`src/rtl/i2c_wb_bridge.sv`:
```
// Single-transaction bridge from the I2C setup sequencers to the Wishbone port of the I2C master core.
// Optional ack timeout is compiled in with `define I2C_BRIDGE_TIMEOUT_EN.
module i2c_wb_bridge #(
    parameter int unsigned TIMEOUT_CYCLES = 255
) (
    input  logic       clk,
    input  logic       reset,
    input  logic [7:0] din,
    input  logic [2:0] addr,
    input  logic       start,
    input  logic       wren,
    output logic [7:0] dout,
    output logic       done,
    output logic       busy,
    output logic       err,
    output logic [2:0] wb_adr_o,
    output logic [7:0] wb_dat_o,
    input  logic [7:0] wb_dat_i,
    output logic       wb_we_o,
    output logic       wb_cyc_o,
    output logic       wb_stb_o,
    input  logic       wb_ack_i
);

    typedef enum logic [1:0] {
        IDLE,
        BUS,
        FINISH
    } state_t;

    state_t state, next_state;
    logic   accept, ack_hit, tmo_hit, tmo_expired;

    always_ff @(posedge clk or posedge reset) begin
        if (reset) state <= IDLE;
        else       state <= next_state;
    end

    // FINISH accepts a new start exactly like IDLE so back-to-back commands lose no cycle
    always_comb begin
        next_state = state;
        accept     = 1'b0;
        ack_hit    = 1'b0;
        tmo_hit    = 1'b0;
        case (state)
            IDLE, FINISH: begin
                next_state = IDLE;
                if (start) begin
                    accept     = 1'b1;
                    next_state = BUS;
                end
            end
            BUS: begin
                if (wb_ack_i) begin
                    ack_hit    = 1'b1;
                    next_state = FINISH;
                end else if (tmo_expired) begin
                    tmo_hit    = 1'b1;
                    next_state = FINISH;
                end
            end
            default: next_state = IDLE;
        endcase
    end

    always_ff @(posedge clk or posedge reset) begin
        if (reset) begin
            dout     <= '0;
            done     <= 1'b0;
            busy     <= 1'b0;
            wb_adr_o <= '0;
            wb_dat_o <= '0;
            wb_we_o  <= 1'b0;
            wb_cyc_o <= 1'b0;
            wb_stb_o <= 1'b0;
        end else begin
            done <= (state == FINISH);
            if (accept) begin
                wb_adr_o <= addr;
                wb_dat_o <= din;
                wb_we_o  <= wren;
                wb_cyc_o <= 1'b1;
                wb_stb_o <= 1'b1;
                busy     <= 1'b1;
            end else if (state == FINISH) begin
                busy <= 1'b0;
            end
            if (ack_hit) begin
                if (!wb_we_o) dout <= wb_dat_i;
                wb_cyc_o <= 1'b0;
                wb_stb_o <= 1'b0;
                wb_we_o  <= 1'b0;
            end
            if (tmo_hit) begin
                if (!wb_we_o) dout <= 8'hFF;
                wb_cyc_o <= 1'b0;
                wb_stb_o <= 1'b0;
            end
        end
    end

`ifdef I2C_BRIDGE_TIMEOUT_EN
    localparam logic [15:0] TMO_LIMIT = 16'(TIMEOUT_CYCLES);

    logic [15:0] tmo_cnt;

    // Counter holds the number of completed BUS cycles; it saturates rather than wrapping
    assign tmo_expired = (tmo_cnt >= TMO_LIMIT);

    always_ff @(posedge clk or posedge reset) begin
        if (reset) begin
            tmo_cnt <= '0;
            err     <= 1'b0;
        end else if (accept) begin
            tmo_cnt <= '0;
            err     <= 1'b0;
        end else begin
            if (state == BUS && tmo_cnt != '1) tmo_cnt <= tmo_cnt + 16'd1;
            if (tmo_hit) err <= 1'b1;
        end
    end
`else
    logic [15:0] timeout_unused;

    assign timeout_unused = 16'(TIMEOUT_CYCLES);
    assign tmo_expired    = 1'b0;
    assign err            = 1'b0;
`endif

endmodule
```
`config.mk`:
```
export PLATFORM = sky130hd
export DESIGN_NAME = i2c_wb_bridge
export DESIGN_NICKNAME = d
export VERILOG_FILES = /design/src/rtl/i2c_wb_bridge.sv
export SDC_FILE = /design/constraint.sdc
export NUM_CORES = 1
export LEC_CHECK = 0
export ABC_AREA = 1
export BUFFER_PORTS_ARGS = -buffer_cell sky130_fd_sc_hd__buf_2
export CORE_MARGIN = 3
export CORE_UTILIZATION = 44
export CTS_CLUSTER_DIAMETER = 100
export CTS_CLUSTER_SIZE = 16
export DETAILED_ROUTE_END_ITERATION = 16
export GPL_TIMING_DRIVEN = 1
export HOLD_SLACK_MARGIN = 0.06
export PLACE_DENSITY = 0.82
export SETUP_SLACK_MARGIN = 0.3
export SLEW_MARGIN = 20
export SYNTH_ARGS = -nofsm -noshare
export SYNTH_HDL_FRONTEND = slang
export SYNTH_SLANG_ARGS = --single-unit
export TNS_END_PERCENT = 50
```
`constraint.sdc`:
```
create_clock -name clk -period 1.3 [get_ports clk]
set_input_delay 0.195 -clock clk [delete_from_list [all_inputs] [get_ports clk]]
set_output_delay 0.195 -clock clk [all_outputs]
set_load 0.03 [all_outputs]
```
==> impl_metrics.py, run 1 <==
metrics = {
    "run_status": {
        "status": "finished clean",
    },
    "cells_and_area": {
        "nNetsFinal": 193,
        "areaGrowthSynthToFinish_pct": 51.9,
        "multi_input_area_um2": 325,
        "seq_area_um2": 627,
        "diodes": 0,
        "fill_cells": 130,
        "drive_gt1_share_pct": 41.7,
    },
    "routing": {
        "drtIter0Drc": 46,
        "drc_errors": 0,
        "route.met2.wl_um": 1450,
        "wl_met3_um": 119,
        "drt-total-wl_um": 2660,
        "via_count": 950,
        "avgRoutedWirePerCell_um": 13.7,
        "drt_pass1_iterations": 4,
        "ant_nets": 0,
        "highest_layer": "met4",
        "viasPerCell": 4.87,
        "drt-met1-wl_um": 1000,
    },
    "timing": {
        "tns_ns": 0,
        "finalHoldViolations": 0,
        "fmax_ghz": 0.915,
        "rsz0062_at_grt": "true",
        "final.period_utilization_pct": 84.0,
        "whs_ns": 0.0769,
        "report.final.slew_viol_count": 0,
        "clock_skew_ns": 0.000806,
        "finalCriticalPeriod_ns": 1.09,
        "setup_viol": 0,
    },
    "worst_setup_path": {
        "r2r-end": "dout[3]$_DFFE_PP0P_",
        "cp_top_family": "flip-flops",
        "cp-startpoint": "wb_stb_o$_DFFE_PP0P_",
        "reg2reg_from": "wb_we_o$_DFFE_PP0P_",
        "critical_path_arrival_ns": 0.90,
        "start_kind": "register",
        "endpoint": "wb_cyc_o",
        "end_kind": "primary output",
        "crit_chain": "buf_6",
        "worstSetupPathType": "register to primary output",
        "worst-path-max-fanout": 3,
        "slowest_delay_ns": 0.44,
        "critical_path_depth": 1,
        "crit_slowest_cell": "dfrtp_1",
        "critPathBufInv": 1,
        "required_ns": 1.11,
        "ff2ff_setup_slack_ns": 0.25,
        "r2r.worst_path.cells": 4,
    },
    "power": {
        "pwr_density_cell_nw_per_um2": 2030,
        "ir_worst_vdd_mv": 1.29,
        "power.leakage_nw": 0.856,
    },
    "synthesis": {
        "synth.distinct_cells": 16,
        "netlist_area_um2": 1000,
        "yosysSeqAreaShare_pct": 62.4,
        "syn_avg_cell_area_um2": 9.28,
        "netlist_instances": 108,
        "yosysWarningCount": 0,
        "synth_seq_cells": 25,
        "syn_nets": 132,
    },
    "clock_tree": {
        "cts-htree-levels": 1,
        "clkTransAtPathRegs_ns": 0.12,
        "tritoncts_num_sinks": 25,
        "cts_tree": "done",
        "clk_path_buf_depth": 2,
        "cts_made_buffers": 3,
        "ctsRootBufferMaster": "clkbuf_4",
        "clock_latency_ns": 0.30,
    },
    "placement": {
        "dpl.hpwl_um": 1580,
        "gp_congestion": 0.724,
        "port_buffers": 47,
    },
    "floorplan": {
        "fp-row-count": 16,
        "start_util_pct": 48.6,
        "ios": 49,
        "die_x_um": 53.7,
        "fp.dieH_um": 53.7,
        "core-area_um2": 2060,
        "die_area_um2": 2890,
    },
    "global_routing": {
        "antenna_found_initial": 0,
        "grt_max_degree": 26,
        "grt_usage_pct": 16.7,
        "gr-total-overflow": 0,
        "grt_pass1_wl_um": 3500,
        "grt_pass1_vias": 845,
    },
    "run": {
        "maxCapViolations": 0,
    },
    "min_path": {
        "hp-class": "input port to register",
    },
}
==> area by class of cell <==
class	instances	area share, %
clock buffers	4	1.73
repair buffers	61	31.6
inverters	7	1.97
well taps	27	2.22
flip-flops and latches	25	41.2
multi-input cells	71	21.4
==> Yosys cell counts <==
library cell	instances	area share (%)
nand2_1	53	20
dfrtp_1	25	62
nand4_1	8	5.0
buf_4	4	3.0
inv_1	4	1.5
nor2_1	3	1.1
inv_2	2	0.75
clkbuf_1	1	0.37
clkinv_1	1	0.37
conb_1	1	0.37
nand2_4	1	1.1
nand4_2	1	1.2
nor2_4	1	1.1
o21ai_0	1	0.50
o21ai_1	1	0.50
o31ai_1	1	0.75
==> registers in the layout, indices dropped and copies added (netlist names) <==
signal / count
done: 1
wb_adr_o: 3
busy: 1
dout: 8
wb_stb_o: 1
state: 2
wb_we_o: 1
wb_dat_o: 8
==> power by group <==
group          leakage [nW]  internal [mW]  switching (mW)
registers             0.306           1.01           0.180
clock network        0.0150          0.120           0.211
logic                 0.535          0.688           0.884
==> kinds of logic after synthesis <==
group | count (synthesis) | synth area share (%)
AO/OA/AOI/OAI | 3 | 1.75
buffers and inverters | 12 | 5.99
flip-flops | 25 | 62.4
other | 1 | 0.374
AND/OR/NAND/NOR | 67 | 29.5
==> how the worst min path moves through the flow <==
stage | slack (ns) | cells past startpoint | endpoint | startpoint
finish | 0.08 | 3 | wb_adr_o[2]$_DFFE_PP0P_ | addr[2]
global route | 0.07 | 3 | wb_adr_o[2]$_DFFE_PP0P_ | addr[2]
CTS | 0.07 | 3 | wb_dat_o[7]$_DFFE_PP0P_ | din[7]
detailed placement | 0.26 | 3 | busy$_DFFE_PP0P_ | reset
global placement | 0.25 | 3 | wb_dat_o[2]$_DFFE_PP0P_ | reset
floorplan | 0.22 | 1 | busy$_DFFE_PP0P_ | reset
==> per-layer routing <==
metal  vias to the layer above  GRT usage [%]
met1                       443           20.6
met2                        39           28.4
li1                        458              -
met5                         -              0
met4                         0           8.94
met3                        10           1.94
==> metrics by stage <==
step / cell area [um^2] / cells / power [mW] / utilization [%] / setup slack (ns)
3_3_place_gp: 1260 / 178 / 2.23 / 60.9 / 0.237
3_5_place_dp: 1260 / 178 / 2.26 / 60.9 / 0.191
6_report: 1520 / 195 / 3.09 / 73.8 / 0.207
5_1_grt: 1520 / 195 / 3.25 / 73.8 / 0.180
4_1_cts: 1360 / 187 / 2.72 / 66.1 / 0.210
2_1_floorplan: 1010 / 108 / 1.93 / - / 0.324
==> tightest hold or removal path: stages <==
cell and delay (ns):
buf_2 0.08, nand2_1 0.04, nand2_1 0.04
==> layout by cell type, fill, tap and decap left out <==
master | netlist | routed
buf_2 | 0 | 25
buf_4 | 4 | 13
buf_6 | 0 | 22
clkbuf_1 | 1 | 1
clkbuf_4 | 0 | 3
clkinv_2 | 0 | 1
conb_1 | 1 | 1
dfrtp_1 | 25 | 24
dfrtp_2 | 0 | 1
dlygate4sd3_1 | 0 | 1
inv_1 | 4 | 4
inv_2 | 2 | 1
inv_4 | 0 | 1
nand2_1 | 53 | 53
nand2_4 | 1 | 1
nand4_1 | 8 | 8
nand4_4 | 0 | 1
nor2_1 | 3 | 3
nor2_4 | 1 | 1
o21ai_0 | 1 | 1
o21ai_1 | 1 | 1
o31ai_1 | 1 | 1
==> what timing repair did <==
item                                    4_1_cts  5_1_grt
endpoints found under the hold margin        25        0
hold buffers                                  1        0
pin swaps                                     1        0
setup buffers                                 4        8
endpoints found under the setup margin       39       45
resized for setup                            13       48
No activity file was read; power rests on OpenSTA's default activity.
==> inputs of run 2 (changes only) <==
Settings changed: CORE_UTILIZATION 44 to 40, PLACE_DENSITY 0.82 to 0.79.
Clock period 1.3 ns to 0.91 ns, I/O delays scaled along.
==> run 2 against run 1 <==
Against the previous run: the flow now finishes with violations (negative hold slack, negative setup slack); core utilization is 4.7 points lower; global-route usage down 0.15 points; sequential cell count stayed put; register-to-register slack worse by 0.34 ns; worst hold slack worse by 0.22 ns; via count down 2.1%; sequential power rose by 43%; cell count stayed put; combinational power grew 47%; count of clock-buffer cells in the layout unchanged; critical path depth is the same; clock power rose by 41%; critical path type unchanged.
==> impl_metrics.py, run 2 (same netlist as run 1, synthesis figures left out) <==
metrics = {
    "run_status": {
        "status": "finished, violations left",
        "violations": "negative hold slack, negative setup slack",
    },
    "worst_setup_path": {
        "crit_slowest_cell": "dfrtp_2",
        "worst-path-max-fanout": 2,
        "start_kind": "register",
        "worstSetupPathType": "register to primary output",
        "required_ns": 0.77,
        "slowest_delay_ns": 0.43,
        "critical_path_arrival_ns": 0.90,
        "critPathBufInv": 1,
        "end_kind": "primary output",
        "cp_top_family": "flip-flops",
        "crit_chain": "buf_4",
    },
    "timing": {
        "finalCriticalPeriod_ns": 1.03,
        "setup_viol": 46,
        "whs_ns": -0.147,
        "report.final.slew_viol_count": 0,
        "final.period_utilization_pct": 113,
        "slew_headroom_pct": 65.3,
        "tightestPinTransition_ns": 0.520,
        "fmax_ghz": 0.969,
        "rsz0062_at_grt": "true",
        "worst_slack_ns": -0.122,
        "finalHoldViolations": 25,
        "clock_skew_ns": 0.00114,
    },
    "cells_and_area": {
        "nNetsFinal": 192,
        "final_common_cell": "nand2_1",
        "areaGrowthSynthToFinish_pct": 58.4,
        "drive_gt1_share_pct": 48.5,
        "layout_common_cells": "47 x nand2_1, 26 x buf_6, 23 x buf_2",
        "fin_util_pct": 69.1,
        "reg_top3": "dout x8, wb_dat_o x8, wb_adr_o x3",
        "diodes": 0,
    },
    "floorplan": {
        "core-area_um2": 2300,
        "die_area_um2": 3140,
        "fp.dieH_um": 56.1,
        "start_util_pct": 43.6,
        "die_x_um": 56.1,
        "fp-row-count": 17,
        "ios": 49,
    },
    "power": {
        "pwr_density_cell_nw_per_um2": 2820,
        "p_sw_share_pct": 40.6,
        "combPwrFrac_pct": 51.7,
        "ir_worst_vdd_mv": 1.75,
        "power.leakage_nw": 0.860,
        "pwr-share-seq_pct": 38.0,
        "clock_power_share_pct": 10.4,
        "power.switching_mw": 1.82,
        "power.internal_mw": 2.66,
    },
    "global_routing": {
        "antenna_found_initial": 0,
        "grt_usage_pct": 16.6,
        "grt_pass1_wl_um": 4220,
        "grt_pass1_vias": 960,
        "gr-total-overflow": 0,
        "grt_max_degree": 26,
    },
    "clock_tree": {
        "cts-htree-levels": 1,
        "clk_path_buf_depth": 2,
        "tritoncts_num_sinks": 25,
        "clkTransAtPathRegs_ns": 0.12,
        "cts_tree": "done",
        "cts_made_buffers": 3,
        "clock_latency_ns": 0.30,
        "ctsRootBufferMaster": "clkbuf_4",
    },
    "run": {
        "maxCapViolations": 0,
    },
    "routing": {
        "drtIter0Drc": 21,
        "ant_nets": 0,
        "drt_pass1_iterations": 4,
        "via_count": 930,
        "drc_errors": 0,
        "drt-total-wl_um": 2410,
        "viasPerCell": 4.77,
        "avgRoutedWirePerCell_um": 12.4,
    },
    "min_path": {
        "hp-class": "input port to asynchronous set/reset pin",
    },
    "placement": {
        "port_buffers": 47,
        "gp_congestion": 0.800,
        "dpl.hpwl_um": 1740,
    },
}
run 2: routing by layer:
metal / GRT usage (%) / up-vias / wire length, um
met3: 3.25 / 2 / 196
met1: 21.2 / 428 / 990
met4: 5.42 / 0 / 13
met2: 27.9 / 47 / 1210
li1: - / 453 / -
met5: 0 / - / 0
run 2: per-stage QoR:
step | instances | power, mW | cell area, um^2 | setup TNS [ns] | setup WS, ns
after detailed placement | 184 | 3.37 | 1330 | -0.732 | -0.0529
after floorplan | 108 | 2.79 | 1040 | -0.804 | -0.0490
final | 195 | 4.48 | 1590 | -3.54 | -0.122
after global placement | 184 | 3.32 | 1330 | -0.00652 | -0.00545
after CTS | 193 | 4.39 | 1540 | -3.79 | -0.130
after global routing | 195 | 4.73 | 1590 | -5.74 | -0.158
run 2: power by group through the flow:
stage	clock, mW	sequential [mW]	combinational [mW]
after floorplan	0	2.29	0.503
after global placement	0	1.63	1.68
after detailed placement	0	1.64	1.73
after CTS	0.493	1.69	2.21
after global routing	0.525	1.74	2.46
final	0.465	1.70	2.31
run 2: what timing repair did:
item,4_1_cts,5_1_grt
resized for setup,48,10
setup buffers,5,2
hold endpoints to repair,37,36
pin swaps,7,6
setup endpoints to repair,49,49
run 2: final cells by class:
cell class                      instances  area, um^2
Tap cell                               28        35.0
Sequential cell                        25         629
Inverter                                7        37.5
Multi-Input combinational cell         71         344
Timing Repair Buffer                   60         515
Fill cell                             186         709
Clock buffer                            4        26.3
run 2: final timing paths:
kind | start | endpoint | slack, ns | depth (start not counted)
setup / recovery | wb_we_o$_DFFE_PP0P_ | wb_we_o | -0.12 | 1
hold / removal | reset | dout[7]$_DFFE_PP0P_ | -0.15 | 2
setup reg to reg | wb_we_o$_DFFE_PP0P_ | dout[1]$_DFFE_PP0P_ | -0.09 | 5
hold reg to reg | dout[0]$_DFFE_PP0P_ | dout[0]$_DFFE_PP0P_ | 0.52 | 2
max in group asynchronous | reset | wb_we_o$_DFFE_PP0P_ | 0.73 | 2
min in group clk | din[2] | wb_dat_o[2]$_DFFE_PP0P_ | 0.02 | 3
